### src/rtl/fb_pkg.sv
// Shared constants and types for the double-buffered frame buffer controller.
package fb_pkg;
    localparam int FB_WIDTH  = 320;
    localparam int FB_HEIGHT = 180;
    localparam int FB_DEPTH  = FB_WIDTH * FB_HEIGHT;

    localparam logic [15:0] CLEAR_COLOR = 16'h0000;

    typedef enum logic [1:0] {CLEAR, RENDER, WAIT_SWAP} fb_state_t;

    typedef logic [15:0] rgb565_t;
endpackage

### src/rtl/fb_clear_engine.sv
// Clear address sequencer: walks 0..DEPTH-1 one word per cycle while busy.
// Comes out of reset already busy so the first frame is cleared without a start.
module fb_clear_engine #(
    parameter int DEPTH = 16
) (
    input  logic        clk,
    input  logic        rst,
    input  logic        start,
    output logic        last,
    output logic [15:0] addr,
    output logic        en
);
    localparam logic [15:0] LAST_ADDR = 16'(DEPTH - 1);

    logic        busy;
    logic [15:0] cnt;

    // Final address is being issued this cycle.
    assign last = busy && (cnt == LAST_ADDR);

    // Counter and registered write strobe/address.
    always_ff @(posedge clk) begin
        if (rst) begin
            busy <= 1'b1;
            cnt  <= '0;
            en   <= 1'b0;
            addr <= '0;
        end else begin
            en <= busy;
            if (busy) addr <= cnt;
            if (start) begin
                busy <= 1'b1;
                cnt  <= '0;
            end else if (busy) begin
                if (last) busy <= 1'b0;
                else      cnt  <= cnt + 16'd1;
            end
        end
    end
endmodule

### src/rtl/fb_swap_ctrl.sv
// Double-buffer controller: clears the back buffer, lets the renderer fill it,
// and swaps buffers only on the new-frame pulse. Owns the shared BRAM write port.
module fb_swap_ctrl #(
    parameter int          FB_WIDTH    = fb_pkg::FB_WIDTH,
    parameter int          FB_HEIGHT   = fb_pkg::FB_HEIGHT,
    parameter logic [15:0] CLEAR_COLOR = fb_pkg::CLEAR_COLOR
) (
    input  logic        clk_in,
    input  logic        rst_in,
    input  logic        nf_in,
    input  logic        frame_done_in,
    input  logic        px_valid_in,
    input  logic [15:0] px_addr_in,
    input  logic [15:0] px_color_in,
    output logic        px_ready_out,
    output logic [15:0] wr_addr_out,
    output logic [15:0] wr_data_out,
    output logic [1:0]  wr_en_out,
    output logic        display_sel_out,
    output logic        frame_start_out,
    output logic [7:0]  overrun_count_out
);
    import fb_pkg::*;

    localparam int          DEPTH   = FB_WIDTH * FB_HEIGHT;
    localparam logic [16:0] DEPTH17 = 17'(DEPTH);

    fb_state_t   state;
    logic        clr_start, clr_last, clr_en;
    logic [15:0] clr_addr;
    logic        px_en;
    logic [15:0] px_addr;
    rgb565_t     px_data;
    logic        accept, in_range;

    // The clear restarts the moment the swap is taken.
    assign clr_start = (state == WAIT_SWAP) && nf_in;
    assign accept    = px_ready_out && px_valid_in;
    assign in_range  = {1'b0, px_addr_in} < DEPTH17;

    fb_clear_engine #(.DEPTH(DEPTH)) u_clear (
        .clk   (clk_in),
        .rst   (rst_in),
        .start (clr_start),
        .last  (clr_last),
        .addr  (clr_addr),
        .en    (clr_en)
    );

    // Sequencer FSM, pixel write register and overrun counter.
    always_ff @(posedge clk_in) begin
        if (rst_in) begin
            state             <= CLEAR;
            display_sel_out   <= 1'b0;
            px_ready_out      <= 1'b0;
            frame_start_out   <= 1'b0;
            overrun_count_out <= '0;
            px_en             <= 1'b0;
            px_addr           <= '0;
            px_data           <= '0;
        end else begin
            frame_start_out <= 1'b0;
            px_en           <= 1'b0;
            // Out-of-range pixels are consumed but never written.
            if (accept) begin
                px_en   <= in_range;
                px_addr <= px_addr_in;
                px_data <= px_color_in;
            end
            // A new frame arriving before the back buffer is ready is a missed swap.
            if (nf_in && state != WAIT_SWAP && overrun_count_out != 8'hFF)
                overrun_count_out <= overrun_count_out + 8'd1;
            case (state)
                CLEAR: if (clr_last) begin
                    state           <= RENDER;
                    px_ready_out    <= 1'b1;
                    frame_start_out <= 1'b1;
                end
                RENDER: if (frame_done_in) begin
                    state        <= WAIT_SWAP;
                    px_ready_out <= 1'b0;
                end
                WAIT_SWAP: if (nf_in) begin
                    display_sel_out <= ~display_sel_out;
                    state           <= CLEAR;
                end
                default: state <= CLEAR;
            endcase
        end
    end

    // Clear and pixel writes never overlap in time, so the port is a simple mux
    // of the two registered paths, always aimed at the back buffer.
    always_comb begin
        wr_en_out   = 2'b00;
        wr_addr_out = clr_en ? clr_addr : px_addr;
        wr_data_out = clr_en ? CLEAR_COLOR : px_data;
        if (clr_en || px_en)
            wr_en_out = display_sel_out ? 2'b01 : 2'b10;
    end
endmodule

### config.mk
export PLATFORM = sky130hd
export DESIGN_NAME = fb_swap_ctrl
export DESIGN_NICKNAME = d
export VERILOG_FILES = /design/src/rtl/fb_pkg.sv /design/src/rtl/fb_clear_engine.sv /design/src/rtl/fb_swap_ctrl.sv
export SDC_FILE = /design/constraint.sdc
export NUM_CORES = 1
export LEC_CHECK = 0
export ABC_AREA = 1
export CORE_ASPECT_RATIO = 1.5
export CORE_MARGIN = 5
export CORE_UTILIZATION = 41
export CTS_CLUSTER_DIAMETER = 80
export DETAILED_ROUTE_END_ITERATION = 10
export DONT_BUFFER_PORTS = 1
export PLACE_DENSITY = 0.57
export SYNTH_ARGS = -nofsm -noshare
export SYNTH_HDL_FRONTEND = slang
export SYNTH_HIERARCHICAL = 1
export SYNTH_SLANG_ARGS = --single-unit
### constraint.sdc
create_clock -name clk_in -period 4.6 [get_ports clk_in]
set_clock_uncertainty 0.1 [all_clocks]
set_input_delay 0.92 -clock clk_in [delete_from_list [all_inputs] [get_ports clk_in]]
set_output_delay 0.92 -clock clk_in [all_outputs]
set_load 0.01 [all_outputs]
Yosys cells after proc, flatten, opt, wreduce, memory -nomap -nowiden
Index checks and enable logic that the tools add are counted.
{"block": "totals", "regBits": 80}
{"block": "op_classes", "addsub": 2, "n_lt_le_gt_ge": 1, "n_eq_ne": 8, "muxes": 14, "n_bitwise": 4, "n_reduce_logical": 15}
{"op": "16-bit 2-to-1 mux", "count": 2}
{"op": "16-bit by 1-bit adder with 16-bit output, second input constant", "count": 1}
{"op": "16-bit equality test, second input constant", "count": 1}
{"op": "16-bit < comparator, second input constant", "count": 1}
{"op": "2-bit 2-to-1 mux", "count": 5}
{"op": "8-bit by 1-bit adder with 8-bit output, second input constant", "count": 1}
{"op": "2-bit inequality test, second input constant", "count": 4}
{"op": "8-bit inequality test, second input constant", "count": 1}
{"op": "2-bit one-hot mux with 3 select lines", "count": 1}
{"op": "3-bit AND reduction", "count": 2}
{"op": "2-bit OR reduction", "count": 3}
{"op": "1-bit logical AND", "count": 5}
{"op": "1-bit 2-to-1 mux", "count": 5}
{"op": "1-bit inverter", "count": 4}
{"op": "2-bit AND reduction", "count": 2}
{"op": "2-bit by 1-bit equality test with 1-bit output, second input constant", "count": 1}
{"op": "2-bit equality test, second input constant", "count": 1}
{"op": "2-bit zero test", "count": 1}
{"op": "1-bit one-hot mux with 2 select lines", "count": 1}
{"op": "2-bit nonzero test", "count": 1}
{"op": "1-bit logical OR", "count": 1}

Depth between registers and ports, before layout
{"block": "logic_depth", "word_depth": 4, "ltp_mapped": 13, "depth_no_buf": 12}

Modules after synthesis
The synthesis kept the hierarchy.
{"mod": "fb_swap_ctrl", "instances": 1, "cells_per_inst": 306, "area_each_um2": 2075.7}
{"mod": "fb_clear_engine", "instances": 1, "cells_per_inst": 237, "area_each_um2": 1617.8}

Worst setup path after synthesis
OpenSTA, ideal clock, no wires.
{"block": "synth_timing", "path_type": "input port to flip-flop", "from": "in nf_in", "to": "reg u_clear.cnt[10]", "arrival_time_ns": 1.767, "required_ns": 4.427, "slack_ns": 2.660, "path_stages": 5, "path_buffers": 0, "cell_sequence": "nand3_1 -> inv_1 -> nor2_1 -> clkinv_1 -> a21oi_1"}
{"block": "synth_via", "elab_chain_len": 2}
{"item": "from (decl)", "line": "fb_swap_ctrl.sv:10", "text": "input logic nf_in,"}
{"item": "1-bit logical AND", "line": "fb_swap_ctrl.sv:37", "text": "assign clr_start = (state == WAIT_SWAP) && nf_in;"}
{"item": "net clr_start", "line": "fb_swap_ctrl.sv:29", "text": "logic clr_start, clr_last, clr_en;"}
{"item": "2-bit OR reduction (no line)"}
{"item": "to (signal assigned)", "line": "fb_clear_engine.sv:36", "text": "else cnt <= cnt + 16'd1;"}
{"item": "to (decl)", "line": "fb_clear_engine.sv:16", "text": "logic [15:0] cnt;"}
The timed path passes the listed nets, and every way through them passes these cells.
A chain may end at the register's enable or synchronous reset.

Worst setup path in the final report
{"block": "layout_timing", "from": "reg u_clear.en", "to": "out wr_en_out[0]"}
{"block": "layout_via", "elab_chain_len": 2}
{"item": "from (decl)", "line": "fb_clear_engine.sv:11", "text": "output logic en"}
{"item": "from (signal assigned)", "line": "fb_clear_engine.sv:29", "text": "en <= busy;"}
{"item": "1-bit logical OR", "line": "fb_swap_ctrl.sv:98", "text": "if (clr_en || px_en)"}
{"item": "2-bit 2-to-1 mux", "line": "fb_swap_ctrl.sv:98"}
{"item": "to (decl)", "line": "fb_swap_ctrl.sv:18", "text": "output logic [1:0] wr_en_out,"}
Every way passes these cells.

==> impl_metrics.yaml <==
run_status:
  run_status: "complete, no violations"
clock_tree:
  cts_resized: 0
  clk_pin_slew_ns: 0.06
  clkLatencyLatePin_ns: 0.33
  cts_tree: "built"
  cts_buffer_depth: 2
  cts-hold-fix-buffers: 0
  postCtsSetupBuffers: 0
  htree_levels: 3
  cts.sinks: 80
  ctsRootBufferMaster: "clkbuf_16"
  cts_made_buffers: 9
place:
  placed_cells: 633
  portBuffers: 0
  place_hpwl_um: 6420
  dp_slack_ns: 2.12
  gp_congestion: 0.866
global_route:
  grt_max_degree: 48
  grt.overflow.total: 0
  grt_pass1_wl_um: 14300
  grt.total_usage: 0.162
  antenna_found_initial: 0
  grt_pass1_vias: 3028
logic_synthesis:
  synth_commonest_cells: "118 x nand2_1, 102 x nor2_1, 80 x dfxtp_1, 52 x o21ai_0, 51 x inv_1"
  synth-seq-cells: 80
  synth_top_cell_area_share: 0.434
  synth_area_leaders: "dfxtp_1 43%, nand2_1 12%, nor2_1 10%, o21ai_0 7.0%, a21oi_1 6.2%"
  syn_inst: 543
  synth_edf_count: 0
  syn_nets: 582
  ys_seq_area_frac: 0.434
  async_flop_share: 0
  synth.distinct_cells: 30
  synth_area_sq_um: 3690
  synth.most_common_cell: "nand2_1"
  ys.flop_type: "dfxtp_1"
  syn_avg_cell_area_sq_um: 6.80
  yosysWarningCount: 6
  synth_top_area_cell: "dfxtp_1"
timing:
  rsz0062_at_grt: "no"
  tns_ns: 0
  min_period_ns: 2.56
  finalHoldViolations: 0
  setup_viol: 0
  drv_slew: 0
  finalCritPeriodShare: 0.557
  worstMarginPinSlew_ns: 1.04
  fmax_ghz: 0.390
  relSlewSlack: 0.307
  setup_slack_ns: 2.04
pwr:
  p_leak_uw: 0.00162
  power_density_nw_per_um2: 384
  vdd_ir_drop_max_mv: 0.222
floorplanning:
  dieArea_sq_um: 11000
  rows: 42
  start_util: 0.418
  die_y_um: 126
  core_area_sq_um: 8830
  dieWidth_um: 87.5
  ios: 82
detailed_routing:
  routed_wl_um: 8720
  num_vias: 3223
  post_drt_wl_per_cell_um: 13.4
  route.detailed.drc: 0
  ant_nets: 0
  dr.first_iter.drc_count: 108
  drtPass1Iterations: 4
  vias_per_cell: 4.97
finish:
  fin_cells: 649
  drive_above_1_share: 0.0686
  fin_nets: 573
  ff_latch_area_sq_um: 1600
  area_growth_pct: 10.3
  multi_input_area_sq_um: 1750
  fillers: 927
  n_antenna_cell: 0
critical_path:
  slowest_delay_ns: 0.46
  startpoint_type: "flop"
  arrival_ns: 1.54
  cp_top_family: "compound AO/OA/AOI/OAI gates"
  cp.required_ns: 3.58
  crit_path_cell_trace: "clkinv_1, a21oi_1"
  crit_slowest_cell: "a21oi_1"
  end_kind: "output pin"
  path_max_fanout: 18
  criticalPathCategory: "flop to output pin"
  critPathBufInv: 1
run:
  max-cap-violations: 0
min_path:
  hold_class: "flop to flop"
## state kept, by name (all words and copies together), names as in the netlist
| name | cells |
|---|---|
| px_addr | 16 |
| px_data | 16 |
| u_clear/addr | 16 |
| u_clear/cnt | 16 |
| overrun_count_out | 8 |
| state | 2 |
| display_sel_out | 1 |
| frame_start_out | 1 |
| px_en | 1 |
| px_ready_out | 1 |
| u_clear/busy | 1 |
| u_clear/en | 1 |
## placed cells by master, fill, tap and decap left out, drive strengths merged
cell	count
nand2	125
nor2	107
dfxtp	80
inv	55
o21ai	52
a21oi	47
nand3	23
nand4	12
clkbuf	9
clkinv	7
bufinv	3
buf	3
xor2	3
a31oi	2
nand3b	2
nor3	2
ha	2
xnor2	2
o21a	1
clkinvlp	1
a211oi	1
## cells by family after synthesis
kind of cell    count (synthesis)  share of synthesized area
simple gates                  271                      0.312
compound gates                103                      0.143
buf+inv                        82                     0.0935
flops                          80                      0.434
xor+xnor                        5                     0.0119
fa+ha+maj                       2                    0.00677
## metrics by stage
stage	instance area, sq um	util	hold slack [ns]	power [uW]
after floorplan	3690	-	0.330	756
after global placement	3730	0.422	0.341	766
after detailed placement	3730	0.422	0.350	767
after CTS	4080	0.462	0.358	1580
after global routing	4080	0.462	0.375	1620
final	4080	0.462	0.355	1560
## layer usage
metal	part of all wire	track usage	wire (um)
met2	0.50	0.280	4330
met1	0.42	0.185	3680
met4	0.029	0.0804	256
met5	0	0	0
met3	0.052	0.0340	452
## report_power, final
part / internal [uW] / switching [uW] / total, uW
Combinational: 13.5 / 32.0 / 45.5
Clock: 531 / 283 / 814
Sequential: 698 / 6.84 / 705
Total: 1240 / 322 / 1560
## final cells by class
type,count,area share
Inverter,59,0.0543
Clock buffer,9,0.0553
Timing Repair Buffer,3,0.00553
Sequential cell,80,0.393
Clock inverter,7,0.0295
Multi-Input combinational cell,381,0.429
Tap cell,110,0.0338
## tightest hold or removal path: stages, from the launching register on
cell,delay [ns]
dfxtp_1,0.29
inv_1,0.06
a21oi_1,0.06
## final timing paths
kind / startpoint / slack [ns] / depth (start not counted) / end
worst max-delay path: u_clear/en$_SDFF_PP0_ / 2.04 / 2 / wr_en_out[0]
worst min-delay path: px_data[0]$_SDFFE_PP0P_ / 0.35 / 2 / px_data[0]$_SDFFE_PP0P_
worst max register to register: state[0]$_SDFFE_PP0P_ / 2.67 / 6 / u_clear/cnt[10]$_SDFFE_PP0P_
worst min register to register: px_data[0]$_SDFFE_PP0P_ / 0.35 / 2 / px_data[0]$_SDFFE_PP0P_
Power figures use the tool's default switching activity.
==> patch, RTL diff (same flow settings) <==
Make the reset (`rst` and `rst_in`) asynchronous in 2 clocked blocks.
--- a/src/rtl/fb_clear_engine.sv
+++ b/src/rtl/fb_clear_engine.sv
@@ -21,3 +21,3 @@
     // Counter and registered write strobe/address.
-    always_ff @(posedge clk) begin
+    always_ff @(posedge clk or posedge rst) begin
         if (rst) begin
--- a/src/rtl/fb_swap_ctrl.sv
+++ b/src/rtl/fb_swap_ctrl.sv
@@ -50,3 +50,3 @@
     // Sequencer FSM, pixel write register and overrun counter.
-    always_ff @(posedge clk_in) begin
+    always_ff @(posedge clk_in or posedge rst_in) begin
         if (rst_in) begin
Function: differs if rst_in is asserted again (counterexample within 4 cycles, from zero or initial values and one cycle with rst_in high); with rst_in held inactive, the same outputs for 10 cycles.
==> patch against the unedited design <==
  * Critical path depth is the same
  * Highest routed layer unchanged
  * Die area increased by 7.5%
  * Cell area rose by 7.0%
  * Core utilization decreased by 0.91 points
  * Global-route usage is 0.52 points lower
  * Worst hold slack improved by 4.8 ps
  * Sequential cell count unchanged
  * Sequential share of layout area is 6.7 points higher
  * Worst setup slack lost 750 ps
  * Wire length is 2.1% higher
  * Synthesized area increased by 8.3%
  * Maximum frequency fell by 23%
Power is not compared: it rests on default switching activity, and its combinational part moved more than twofold at a synthesized area within 25%.
==> patch: results (changes against the unedited design) <==
- Crit-path slowest cell: dfrtp_1 (was a21oi_1)
- Netlist cell types: 35 (was 30)
- Post-synthesis compound-gate area fraction: 8.85% (was 14.3%)
- Asr flop ratio synth: 100% (was 0%)
- Post-route met1 wirelength: 3760 um (was 3680 um)
- First-pass GRT wire length: 14900 um (was 14300 um)
- Mux share of post-synthesis cell area: 0.845% (was 0%)
- Largest net degree at the start of global routing: 63 (was 48)
- GRT Total Usage: 15.7% (was 16.2%)
- Iteration-0 DRC Markers: 126 (was 108)
- Synth Area in XOR/XNOR: 1.53% (was 1.19%)
- Met3 WL: 425 um (was 452 um)
- Drt pass-1 iters: 4 (unchanged)
- Routability cong.: 0.882 (was 0.866)
- Filler instances: 957 (was 927)
- Critical Path AT: 2290 ps (was 1540 ps)
- Outcome: finished clean (unchanged)
- Synth area leaders: dfrtp_1, nand2_1, nor2_1, inv_1, o21ai_0 (was dfxtp_1, nand2_1, nor2_1, o21ai_0, a21oi_1)
- Dpl hpwl: 6480 um (was 6420 um)
- Worst-Margin Slew: 1180 ps (was 1040 ps)
- Synth cell count leaders: nand2_1, dfrtp_1, nor2_1, inv_1, o21ai_0 (was nand2_1, nor2_1, dfxtp_1, o21ai_0, inv_1)
- Syn_nets: 539 (was 582)
- Via count: 3086 (was 3223)
- Metal2 WL: 4530 um (was 4330 um)
- Fin nets: 534 (was 573)
- Dpl cell area: 0.00406 mm^2 (was 0.00373 mm^2)
- Share of cells above drive strength 1: 10.6% (was 6.86%)
- Synth Flop Type: dfrtp_1 (was dfxtp_1)
- Clk slew on worst S/H paths: 60 ps (about the same)
- Maximum net fanout on the critical path: 32 (was 18)
- Register area share after synthesis: 50.1% (was 43.4%)
- DR WL/cell: 14.5 um (was 13.4 um)
- Adder-Cell Fraction of Synth Area: 0.626% (was 0.678%)
- Vias in the first global route: 2983 (was 3028)
- CP peak stage delay: 960 ps (was 460 ps)
- Resized Gates After CTS: 0 (unchanged)
[patch: cell count changes in the layout (fill, tap and decap cells not counted), sizes merged, moves of 3 or more]
cell,delta
clkinv,-4
a21oi,-18
mux2,+3
dfrtp,+79
nand4,+6
dfxtp,-80
xor2,+3
o21ai,-23
clkbuf,+4
inv,+6
nand2,+23
nor2,-33
[patch: worst max-delay path: cells and delay by family (launching register included)]
family                 cells  cell delay, ps
flip-flops                 1             960
AO/OA/AOI/OAI              1             420
buffers and inverters      1             570
[patch: cells by family after synthesis]
family | count (synthesis)
simple gates | 268
buf+inv | 80
flops | 80
compound gates | 60
xor+xnor | 7
mux | 3
fa+ha+maj | 2
[patch: power by group through the flow]
stage | registers, mW | clock network, mW | logic (mW)
final | 0.980 | 0.718 | 0.444
after global routing | 1.00 | 0.767 | 0.512
after CTS | 0.980 | 0.736 | 0.449
after detailed placement | 0.991 | 0 | 0.446
after global placement | 0.986 | 0 | 0.436
after floorplan | 0.948 | 0 | 0.381
[patch: worst paths after layout]
path / start / end / slack [ps] / cells after the start
max in group asynchronous: rst_in / px_addr[11] / 3230 / 1
min: u_clear/busy / u_clear/en / 360 / 0
max: u_clear/en / wr_en_out[0] / 1290 / 2
max reg2reg: u_clear/busy / u_clear/cnt[15] / 2380 / 5
min reg2reg: u_clear/busy / u_clear/en / 360 / 0
min in group asynchronous: rst_in / u_clear/addr[1] / 470 / 2
[patch: cell type report]
cell class                 instances  area share [%]
timing repair buffer               2           0.344
multi-input combinational        340            38.2
clock buffer                      13            5.97
clock inverter                     3           0.918
tap                              115            3.30
sequential                        80            46.0
inverter                          62            5.34
[patch: through the flow]
stage / hold WS [ps] / std cells / setup WS (ps)
finish: 360 / 615 / 1290
global route: 378 / 615 / 1090
CTS: 364 / 615 / 1250
detailed placement: 358 / 599 / 1600
global placement: 354 / 599 / 1600
floorplan: 329 / 500 / 2490
[patch: layer usage]
metal | vias to the layer above | GRT usage (%)
li1 | 1555 | -
met1 | 1449 | 18.1
met2 | 67 | 27.3
met3 | 15 | 3.72
met4 | 0 | 7.80
met5 | - | 0
